## config.mk

```make
export PLATFORM = sky130hd
export DESIGN_NAME = codificador_prio_reg_flat
export DESIGN_NICKNAME = d
export VERILOG_FILES = /design/src/rtl/codificador_prio_reg_if.sv /design/src/rtl/codificador_prio_reg.sv /design/src/flat_wrapper.sv
export SDC_FILE = /design/constraint.sdc
export NUM_CORES = 1
export LEC_CHECK = 0
export ABC_AREA = 1
export BUFFER_PORTS_ARGS = -buffer_cell sky130_fd_sc_hd__clkbuf_2
export CAP_MARGIN = 20
export CORE_AREA = 2 2 39 41
export CTS_BUF_LIST = sky130_fd_sc_hd__clkbuf_8
export CTS_CLUSTER_SIZE = 40
export DETAILED_ROUTE_END_ITERATION = 7
export DIE_AREA = 0 0 41 43
export PLACE_DENSITY = 0.69
export SYNTH_ARGS = -nofsm -noshare
export SYNTH_HDL_FRONTEND = slang
export SYNTH_SLANG_ARGS = --single-unit
```

## constraint.sdc

```tcl
create_clock -name clk -period 1.5 [get_ports clk]
set_input_delay 0.075 -clock clk [delete_from_list [all_inputs] [get_ports clk]]
set_output_delay 0.075 -clock clk [all_outputs]
set_load 0.01 [all_outputs]
```

## src/rtl/codificador_prio_reg_if.sv

```systemverilog
// Output handshake bundle of the registered priority encoder: encoded index
// with valid/ready flow control.
interface codificador_prio_reg_if #(
  parameter int N = 8
);
  localparam int W = $clog2(N);

  logic         out_valid;
  logic [W-1:0] out_idx;
  logic         out_ready;

  modport master (
    output out_valid,
    output out_idx,
    input  out_ready
  );

  modport slave (
    input  out_valid,
    input  out_idx,
    output out_ready
  );
endinterface

```

## src/rtl/codificador_prio_reg.sv

```systemverilog
// Registered N-input priority encoder: latches requests into sticky pending
// bits and hands out one index per valid/ready transfer. Define
// CODIFICADOR_RR_EN for round-robin selection instead of fixed highest-index.
module codificador_prio_reg #(
  parameter int N = 8
) (
  input  logic                   clk,
  input  logic                   rst,
  input  logic [N-1:0]           req,
  codificador_prio_reg_if.master out_if,
  output logic                   busy
);
  localparam int W = $clog2(N);

  logic [N-1:0] pending_q, pending_d;
  logic         valid_q, valid_d;
  logic [W-1:0] idx_q, idx_d;
  logic         slot_free;
  logic         load;
  logic [W-1:0] sel_idx;
  logic [N-1:0] grant_mask;

`ifdef CODIFICADOR_RR_EN
  logic [W-1:0] ptr_q, ptr_d;

  // Scan downward from p_ptr, wrapping from 0 back to N-1.
  function automatic logic [W-1:0] sel_rr(input logic [N-1:0] p,
                                          input logic [W-1:0] p_ptr);
    logic [W-1:0] s;
    logic         found;
    int           j;
    s     = '0;
    found = 1'b0;
    for (int k = 0; k < N; k++) begin
      j = int'(p_ptr) - k;
      if (j < 0) j = j + N;
      if (!found && p[j]) begin
        s     = W'(j);
        found = 1'b1;
      end
    end
    return s;
  endfunction
`else
  function automatic logic [W-1:0] sel_fixed(input logic [N-1:0] p);
    logic [W-1:0] s;
    s = '0;
    for (int i = 0; i < N; i++) begin
      if (p[i]) s = W'(i);
    end
    return s;
  endfunction
`endif

  always_comb begin
    slot_free = !valid_q || out_if.out_ready;
    load      = slot_free && (|pending_q);
`ifdef CODIFICADOR_RR_EN
    sel_idx   = sel_rr(pending_q, ptr_q);
`else
    sel_idx   = sel_fixed(pending_q);
`endif
    grant_mask = '0;
    if (load) grant_mask = {{(N-1){1'b0}}, 1'b1} << sel_idx;

    // A request arriving on the granted bit in the same edge survives the clear.
    pending_d = (pending_q & ~grant_mask) | req;

    valid_d = valid_q;
    idx_d   = idx_q;
    if (slot_free) valid_d = load;
    if (load)      idx_d   = sel_idx;
  end

`ifdef CODIFICADOR_RR_EN
  always_comb begin
    ptr_d = ptr_q;
    if (load) ptr_d = (sel_idx == '0) ? W'(N - 1) : (sel_idx - 1'b1);
  end

  always_ff @(posedge clk) begin
    if (rst) ptr_q <= W'(N - 1);
    else     ptr_q <= ptr_d;
  end
`endif

  always_ff @(posedge clk) begin
    if (rst) begin
      pending_q <= '0;
      valid_q   <= 1'b0;
      idx_q     <= '0;
    end else begin
      pending_q <= pending_d;
      valid_q   <= valid_d;
      idx_q     <= idx_d;
    end
  end

  assign out_if.out_valid = valid_q;
  assign out_if.out_idx   = idx_q;
  assign busy             = |pending_q;
endmodule

```

## src/flat_wrapper.sv

```systemverilog
// flat-port wrapper written by rule: the top's interface ports become plain ports
module codificador_prio_reg_flat 
#(
  parameter int N = 8
)
  (clk, rst, req, busy, out_if_out_valid, out_if_out_idx, out_if_out_ready);
  codificador_prio_reg_if #(.N(N)) out_if_i ();
  input  logic clk;
  input  logic rst;
  input  logic [N-1:0] req;
  output logic busy;
  output wire logic [$bits(out_if_i.out_valid)-1:0] out_if_out_valid;
  output wire logic [$bits(out_if_i.out_idx)-1:0] out_if_out_idx;
  input wire logic [$bits(out_if_i.out_ready)-1:0] out_if_out_ready;
  assign out_if_out_valid = out_if_i.out_valid;
  assign out_if_out_idx = out_if_i.out_idx;
  assign out_if_i.out_ready = out_if_out_ready;
  codificador_prio_reg #(.N(N)) u_core (.clk(clk), .rst(rst), .req(req), .out_if(out_if_i), .busy(busy));
endmodule
```

-- Word level (Yosys, flattened, before mapping)
Index checks and enable logic that the tools add are counted.
- logic and storage cells: 19
- flip-flop bits (word level): 12
- shift-type cells: 1
- mux-type cells: 8
- bitwise logic cells: 3
- reductions and logical operators: 4
- operators by type and width (operator ; number):
    2-to-1 mux 3 bit ; 4
    AND 8 bit ; 1
    2-to-1 mux 8 bit ; 1
    inverter 8 bit ; 1
    OR 8 bit ; 1
    OR reduction 8 bit ; 1
    << shifter 1 x 3 -> 8 bit (first input constant) ; 1
    2-to-1 mux 2 bit ; 2
    logical AND 1 bit ; 1
    logical NOT 1 bit ; 1
    logical OR 1 bit ; 1
    2-to-1 mux 1 bit ; 1

-- Logic depth before layout (Yosys ltp)
Gate-level depths: netlist (run 1).
- depth after elaboration: 12
- depth in mapped cells: 10
- mapped depth without buffers: 10

-- Least setup slack after synthesis (run 1)
No wires, ideal clock.
- path kind: flip-flop to flip-flop
- start point: register u_core.valid_q, in the netlist u_core.out_if.out_valid
- end point: register u_core.pending_q[2]
- setup slack: 0.343 ns
- stages on the path, launching flop included: 9
- arrival time: 1.090 ns
- setup time: 0.067 ns
- buffers on the path: 1
- cells stage by stage: dfxtp_1 > inv_1 > or2_0 > buf_6 > nand3_4 > inv_2 > nand4_1 > nand2_1 > a21oi_2
- word-level cells in the longest chain between the ends: 7
- ends and longest elaborated chain (element ; RTL line ; text):
    from (decl) ; codificador_prio_reg.sv:16 ; logic valid_q, valid_d;
    from (signal assigned) ; codificador_prio_reg.sv:94 ; valid_q <= valid_d;
    logical NOT 1 bit ; codificador_prio_reg.sv:56 ; slot_free = !valid_q || out_if.out_ready;
    logical OR 1 bit ; codificador_prio_reg.sv:56 ;
    logical AND 1 bit ; codificador_prio_reg.sv:57 ; load = slot_free && (|pending_q);
    2-to-1 mux 8 bit ; codificador_prio_reg.sv:64 ; if (load) grant_mask = {{(N-1){1'b0}}, 1'b1} << sel_idx;
    inverter 8 bit ; codificador_prio_reg.sv:67 ; pending_d = (pending_q & ~grant_mask) | req;
    AND 8 bit ; codificador_prio_reg.sv:67 ;
    OR 8 bit ; codificador_prio_reg.sv:67 ;
    to (signal assigned) ; codificador_prio_reg.sv:93 ; pending_q <= pending_d;
    to (decl) ; codificador_prio_reg.sv:15 ; logic [N-1:0] pending_q, pending_d;
No other way between the ends.
A chain may end at the register's enable or synchronous reset.

-- Worst setup path in the final report (run 1)
- start point: register u_core.pending_q[4]
- end point: output port busy
- word-level cells in the longest chain between the ends: 1
- ends and longest elaborated chain (element ; RTL line ; text):
    OR reduction 8 bit ; codificador_prio_reg.sv:101 ; assign busy = |pending_q;
    to (decl) ; flat_wrapper.sv:11 ; output logic busy;
No other way between the ends.

==> impl_metrics.yaml, run 1 <==
critical_path:
  endpoint_kind: "output port"
  crit_family: "simple AND/OR/NAND/NOR gates"
  critPathMaxStageDelay_ps: 300
  critical_path_class: "reg -> out"
  slowest_stage: "dfxtp_1"
  critPathMaxFanout: 5
  path_buf_inv: 2
  cp.required_ps: 1420
  critPathArrivalTime_ps: 1160
  crit_chain: "inv_1, nand2_4, nor2_4, nand3_4, clkbuf_2"
  cp-start-kind: "flop"
place:
  hpwl_um: 865
  gp_congestion: 0.717
  port_buffers: 15
  placed_area_um2: 681
  dp_slack_ps: 323
global_route:
  grt_antenna_before_repair: 0
  grt-ovfl-total: 0
  grt_pass1_vias: 516
  grt_usage_pct: 17.4
  grt_pass1_wl_mm: 1.98
  grt_max_degree: 13
synth:
  synth_area_leaders: "dfxtp_1 41%, a21oi_1 9.3%, nand2_1 8.9%"
  netlist_area_um2: 593
  syn_inst: 77
  syn_nets: 88
  synth_top_area_share_pct: 40.5
  seq_area_frac_synth_pct: 40.5
  yosysWarnings: 0
  synth.avg_cell_area_um2: 7.70
  synthArstFlopShare_pct: 0
  yosys_most_used_dff: "dfxtp_1"
  synth_enable_flop_cells: 0
  yosysTopAreaCell: "dfxtp_1"
  synth.distinct_cells: 23
  yosys_register_bits: 12
timing:
  worst_slack_ps: 269
  hold_slack_ps: 39.3
  hold_viol_final: 0
  fin_skew_ps: 6.16
  worst_pin_slew_ps: 268
  tns_ps: 0
  fin_crit_ps: 1230
  maxSlewViolCount: 0
  fmax_mhz: 813
  finalCritPeriodShare_pct: 82.0
  setup_viol: 0
  rsz0062_at_grt: "no"
  maxSlewHeadroom_pct: 82.1
clocking:
  cts-root-buf: "clkbuf_8"
  clk_latency_ps: 250
  cts_tree: "yes"
  postCtsSetupRepairBufs: 0
  numCtsBuffers: 3
  cts-hold-fix-buffers: 0
  clk_pin_slew_ps: 60
  h-tree-depth: 1
  clkSinkCount: 12
  clockBufferDepth: 2
  post_cts_resized: 0
die:
  boundaryPins: 16
  die_area_um2: 1760
  die_height_um: 43
  core_region_area_um2: 1380
  rows: 14
  start_util_pct: 42.9
  die_x_um: 41
detailed_routing:
  top_layer: "met4"
  routedWlPerCell_um: 10.2
  met3WireLength_um: 59
  drt_iter0_drc: 7
  drc_errors: 0
  met2_wirelength_um: 527
  vias: 530
  wl_met1_um: 498
  drtAntennaViolNets: 0
  finalWirelength_mm: 1.13
  dr.pass1.iters: 4
  drt-vias-per-instance: 4.77
outcome:
  outcome: "finished, final reports clean"
cells_and_area:
  fillers: 134
  final_cell_area_um2: 736
  final_cell_mix: "15 x clkbuf_2, 14 x nand2_1, 12 x dfxtp_1, 11 x a21oi_1, 10 x inv_1"
  drive_gt1_share_pct: 36.8
  final_common_cell: "clkbuf_2"
  num_antenna_cells: 0
  areaGrowthSynthToFinish_pct: 24.1
  finalCoreUtilization_pct: 53.2
  nets: 107
power_and_ir_drop:
  leakage_uw: 0.000360
  power-per-cell-area_nw_per_um2: 1190
  peakVddDrop_uv: 836
min_path:
  hold_class: "in -> reg"
job:
  cap_viol_max_count: 0
[synth_stat cells (2+ instances only)]
cell type and instances:
dfxtp_1 12, nand2_4 2, a21oi_1 11, nand3_4 2
nor2_2 2, nor2_1 6, inv_1 10, inv_2 4
nand2_1 14
[logic make-up after synthesis]
group / Yosys count / share of synthesized area [%]
simple gates: 33 / 32.9
compound gates: 16 / 15.2
buf+inv: 16 / 11.4
flops: 12 / 40.5
[stage by stage]
step	power, uW	std cells
after global routing	922	111
after floorplan	485	77
final	878	111
after CTS	886	111
after detailed placement	529	107
after global placement	525	107
[worst reg2reg max path, stage by stage (launching register included)]
cell and delay (ps):
dfxtp_1 380, inv_1 60, nand2_1 70, nand2_1 50, nand2_1 100, nand2_1 80
nand2_1 90, nand2_1 60, a21oi_1 120, nor2_1 60
[layout make-up]
| type | count | area (um^2) | share of cell area (%) |
|---|---|---|---|
| Clock buffer | 4 | 55.1 | 7.48 |
| Inverter | 14 | 52.6 | 7.14 |
| Multi-Input combinational cell | 49 | 285 | 38.8 |
| Sequential cell | 12 | 240 | 32.7 |
| Tap cell | 16 | 20.0 | 2.72 |
| Timing Repair Buffer | 16 | 82.6 | 11.2 |
[state kept, by name (all words and copies together) (netlist names)]
| signal | flops |
|---|---|
| u_core.pending_q | 8 |
| u_core.out_if.out_idx | 3 |
| u_core.out_if.out_valid | 1 |
[path summary, 6_finish.rpt]
check | from | to | slack (ps) | cells after the start
max reg2reg | u_core.pending_q[3]$_SDFF_PP0_ | u_core.pending_q[3]$_SDFF_PP0_ | 310 | 9
min reg2reg | u_core.out_if.out_idx[1]$_SDFFE_PP0P_ | u_core.out_if.out_idx[1]$_SDFFE_PP0P_ | 460 | 2
min | req[1] | u_core.pending_q[1]$_SDFF_PP0_ | 40 | 3
max | u_core.pending_q[4]$_SDFF_PP0_ | busy | 270 | 5
[where the power goes]
part	leakage, uW	internal [uW]	switching, uW	total, uW
combinational	0.000231	61.9	95.4	157
clock	0.0000288	232	124	356
sequential	0.000101	347	17.5	365
total	0.000360	641	237	878
[per-layer routing]
metal,vias to the layer above,GRT usage [%]
li1,280,-
met1,231,18.4
met2,14,25.6
met3,5,5.24
met4,0,16.0
met5,-,0
Note: power is estimated with default switching activity, not from simulation.
==> run 2, diff against run 1 <==
--- a/config.mk
+++ b/config.mk
@@ -5,7 +5,7 @@
 export SDC_FILE = /design/constraint.sdc
 export NUM_CORES = 1
 export LEC_CHECK = 0
-export ABC_AREA = 1
+export ABC_AREA = 0
 export BUFFER_PORTS_ARGS = -buffer_cell sky130_fd_sc_hd__clkbuf_2
 export CAP_MARGIN = 20
 export CORE_AREA = 2 2 39 41
@@ -13,7 +13,6 @@
 export CTS_CLUSTER_SIZE = 40
 export DETAILED_ROUTE_END_ITERATION = 7
 export DIE_AREA = 0 0 41 43
-export PLACE_DENSITY = 0.69
 export SYNTH_ARGS = -nofsm -noshare
 export SYNTH_HDL_FRONTEND = slang
 export SYNTH_SLANG_ARGS = --single-unit
==> constraint.sdc (replaced) <==
create_clock -name clk -period 1.2 [get_ports clk]
set_input_delay 0.06 -clock clk [delete_from_list [all_inputs] [get_ports clk]]
set_output_delay 0.06 -clock clk [all_outputs]
set_load 0.01 [all_outputs]
==> run 2 against run 1 <==
  * The run now ends with setup timing left
  * Global-route usage is 2.8 points lower
  * Hold slack got worse by 10 ps
  * Critical path depth fell by 1
  * Worst setup slack got worse by 310 ps
  * Highest routed layer unchanged
  * Cell area increased by 2.4%
  * Total power increased by 24%
  * Die area unchanged
  * Cell count fell by 7.2%
==> impl_metrics.yaml, run 2 <==
outcome:
  outcome: "complete, but fails checks"
  violations: "setup timing"
min_path:
  hold_depth: 3
  min_to: "u_core.pending_q[7]$_SDFF_PP0_"
  min_from: "req[7]"
  hold_class: "in -> reg"
synth:
  yosys_register_bits: 12
  synthArstFlopShare_pct: 0
  synth.distinct_cells: 19
  synth_area_leaders: "dfxtp_1 48%, a21oi_1 10%, nor2_1 8.3%"
  synth_common_cells: "12 x dfxtp_1, 11 x nor2_1, 10 x a21oi_1, 6 x inv_1, 4 x o21ai_0"
  yosysWarnings: 0
  yosysTopAreaCell: "dfxtp_1"
  synth_top_area_share_pct: 48.5
  yosys_most_used_dff: "dfxtp_1"
  syn_inst: 58
  synth_enable_flop_cells: 0
  syn_nets: 69
  netlist_area_um2: 495
  synth.avg_cell_area_um2: 8.54
  seq_area_frac_synth_pct: 48.5
  yosysMostFrequentCell: "dfxtp_1"
timing:
  setup_viol: 1
  fmax_mhz: 809
  fin_crit_ps: 1240
  hold_viol_final: 0
  finalCritPeriodShare_pct: 103
  worst_pin_slew_ps: 345
  maxSlewHeadroom_pct: 76.9
  fin_skew_ps: 2.43
  maxSlewViolCount: 0
  worst_slack_ps: -35.9
  rsz0062_at_grt: "yes"
die:
  die_height_um: 43
  boundaryPins: 16
  core_region_area_um2: 1380
  start_util_pct: 35.8
  die_x_um: 41
  rows: 14
  die_area_um2: 1760
clocking:
  clkSinkCount: 12
  cts-hold-fix-buffers: 0
  cts-root-buf: "clkbuf_8"
  cts_tree: "yes"
  h-tree-depth: 1
  clk_pin_slew_ps: 50
  numCtsBuffers: 3
  clockBufferDepth: 2
  clk_latency_ps: 240
global_route:
  grt_max_degree: 13
  grt_usage_pct: 14.6
  grtUsageMet2_pct: 20.3
  grt_antenna_before_repair: 0
  grt_pass1_vias: 450
  grt_busiest_layer: "met2"
  use_met1_pct: 18.2
  grt-ovfl-total: 0
  grtUsageMet3_pct: 3.14
  grt_pass1_wl_mm: 1.71
detailed_routing:
  vias: 495
  drt_iter0_drc: 6
  dr.pass1.iters: 4
  drtAntennaViolNets: 0
  drt-vias-per-instance: 4.81
  finalWirelength_mm: 1.05
  routedWlPerCell_um: 10.2
  drc_errors: 0
job:
  cap_viol_max_count: 0
power_and_ir_drop:
  power_frac_comb_pct: 18.1
  switchingPower_uw: 265
  swShare_pct: 24.3
  p_clk_share_pct: 39.7
  leakage_uw: 0.000350
  report.power.total_uw: 1090
  internal-power_uw: 824
  peakVddDrop_uv: 599
  power-per-cell-area_nw_per_um2: 1450
  seq_power_share_pct: 42.2
cells_and_area:
  nets: 99
  areaGrowthSynthToFinish_pct: 52.0
  num_antenna_cells: 0
  final_cell_mix: "15 x clkbuf_2, 11 x buf_4, 10 x nor2_1, 10 x a21oi_1, 8 x dfxtp_1"
  final_common_cell: "clkbuf_2"
  drive_gt1_share_pct: 44.8
  largest_register_ffs: 8
  top_register: "u_core.pending_q"
critical_path:
  cp-start-kind: "flop"
  critical_path_class: "reg -> out"
  slowest_stage: "dfxtp_2"
  r2r-start: "u_core.pending_q[0]$_SDFF_PP0_"
  critPathArrivalTime_ps: 1180
  crit_chain: "nor4_4, buf_4, nand3_2, clkbuf_2"
  rr_worst_depth: 4
  critPathMaxStageDelay_ps: 330
  crit_family: "flip-flops"
  regToRegEndpoint: "u_core.out_if.out_idx[1]$_SDFFE_PP0P_"
  endpoint_kind: "output port"
  cp.required_ps: 1140
  path_buf_inv: 2
  critPathMaxFanout: 2
  r2r_slack_ps: 20
place:
  gp_congestion: 0.724
  port_buffers: 15
  hpwl_um: 814
  dp_slack_ps: -18.7
==> run 2: cell types whose count changed in the layout (fill, tap and decap cells not counted), moves of 4 or more <==
cell and delta:
buf_4 +10, dfxtp_1 -4, inv_1 -4, inv_2 -4, nand2_1 -13, nor2_1 +4
==> run 2: cell type report <==
class | instances | area [um^2]
Tap cell | 16 | 20.0
Fill cell | 130 | 631
Clock buffer | 4 | 55.1
Multi-Input combinational cell | 39 | 250
Timing Repair Buffer | 26 | 158
Sequential cell | 12 | 248
Inverter | 6 | 22.5
==> run 2: worst max path at each step <==
stage                                         startpoint                                     to  slack [ps]  cells after the start
final                     u_core.pending_q[0]$_SDFF_PP0_                                   busy         -40                      4
after global routing      u_core.pending_q[0]$_SDFF_PP0_                                   busy        -100                      4
after CTS                 u_core.pending_q[3]$_SDFF_PP0_                                   busy         -60                      4
after detailed placement  u_core.pending_q[4]$_SDFF_PP0_  u_core.out_if.out_idx[1]$_SDFFE_PP0P_         -20                      5
after global placement    u_core.pending_q[4]$_SDFF_PP0_  u_core.out_if.out_idx[0]$_SDFFE_PP0P_         -20                      5
after floorplan           u_core.pending_q[2]$_SDFF_PP0_  u_core.out_if.out_idx[0]$_SDFFE_PP0P_           4                      4
==> run 2: per-layer routing <==
layer,share of wire [%],vias to the layer above
li1,-,263
met1,48,216
met2,46,12
met3,2.6,4
met4,3.4,0
met5,0,-
==> run 2: repair_timing <==
action	4_1_cts	5_1_grt
gates resized for setup	5	3
setup buffers	3	0
pin swaps	5	1
setup endpoints to repair	3	5
cloned	0	0
==> run 2: worst min-delay path: cells and delay by family <==
kind                   cells  cell delay (ps)
AO/OA/AOI/OAI              1               30
AND/OR/NAND/NOR            1               70
buffers and inverters      1               70
==> run 2: power by group through the flow <==
stage	Clock (uW)	Sequential [uW]	Combinational, uW
after floorplan	0	475	84.8
after global placement	0	467	172
after detailed placement	0	468	173
after CTS	443	457	196
after global routing	472	465	219
final	432	459	197
==> run 2: per-stage QoR <==
step	util (%)	hold WS (ps)	cell area, um^2	TNS (ps)	cells
floorplan	-	132	498	0	58
CTS	53.9	31.8	746	-67.4	103
global placement	46.9	272	649	-23.7	96
global route	54.4	41.0	753	-214	103
finish	54.4	28.9	753	-35.9	103
detailed placement	46.9	278	649	-36.6	96
==> run 2: kinds of logic after synthesis <==
| group | synth area share, % |
|---|---|
| AND/OR/NAND/NOR | 22.2 |
| AO/OA/AOI/OAI | 24.0 |
| flip-flops | 48.5 |
| buffers and inverters | 5.30 |
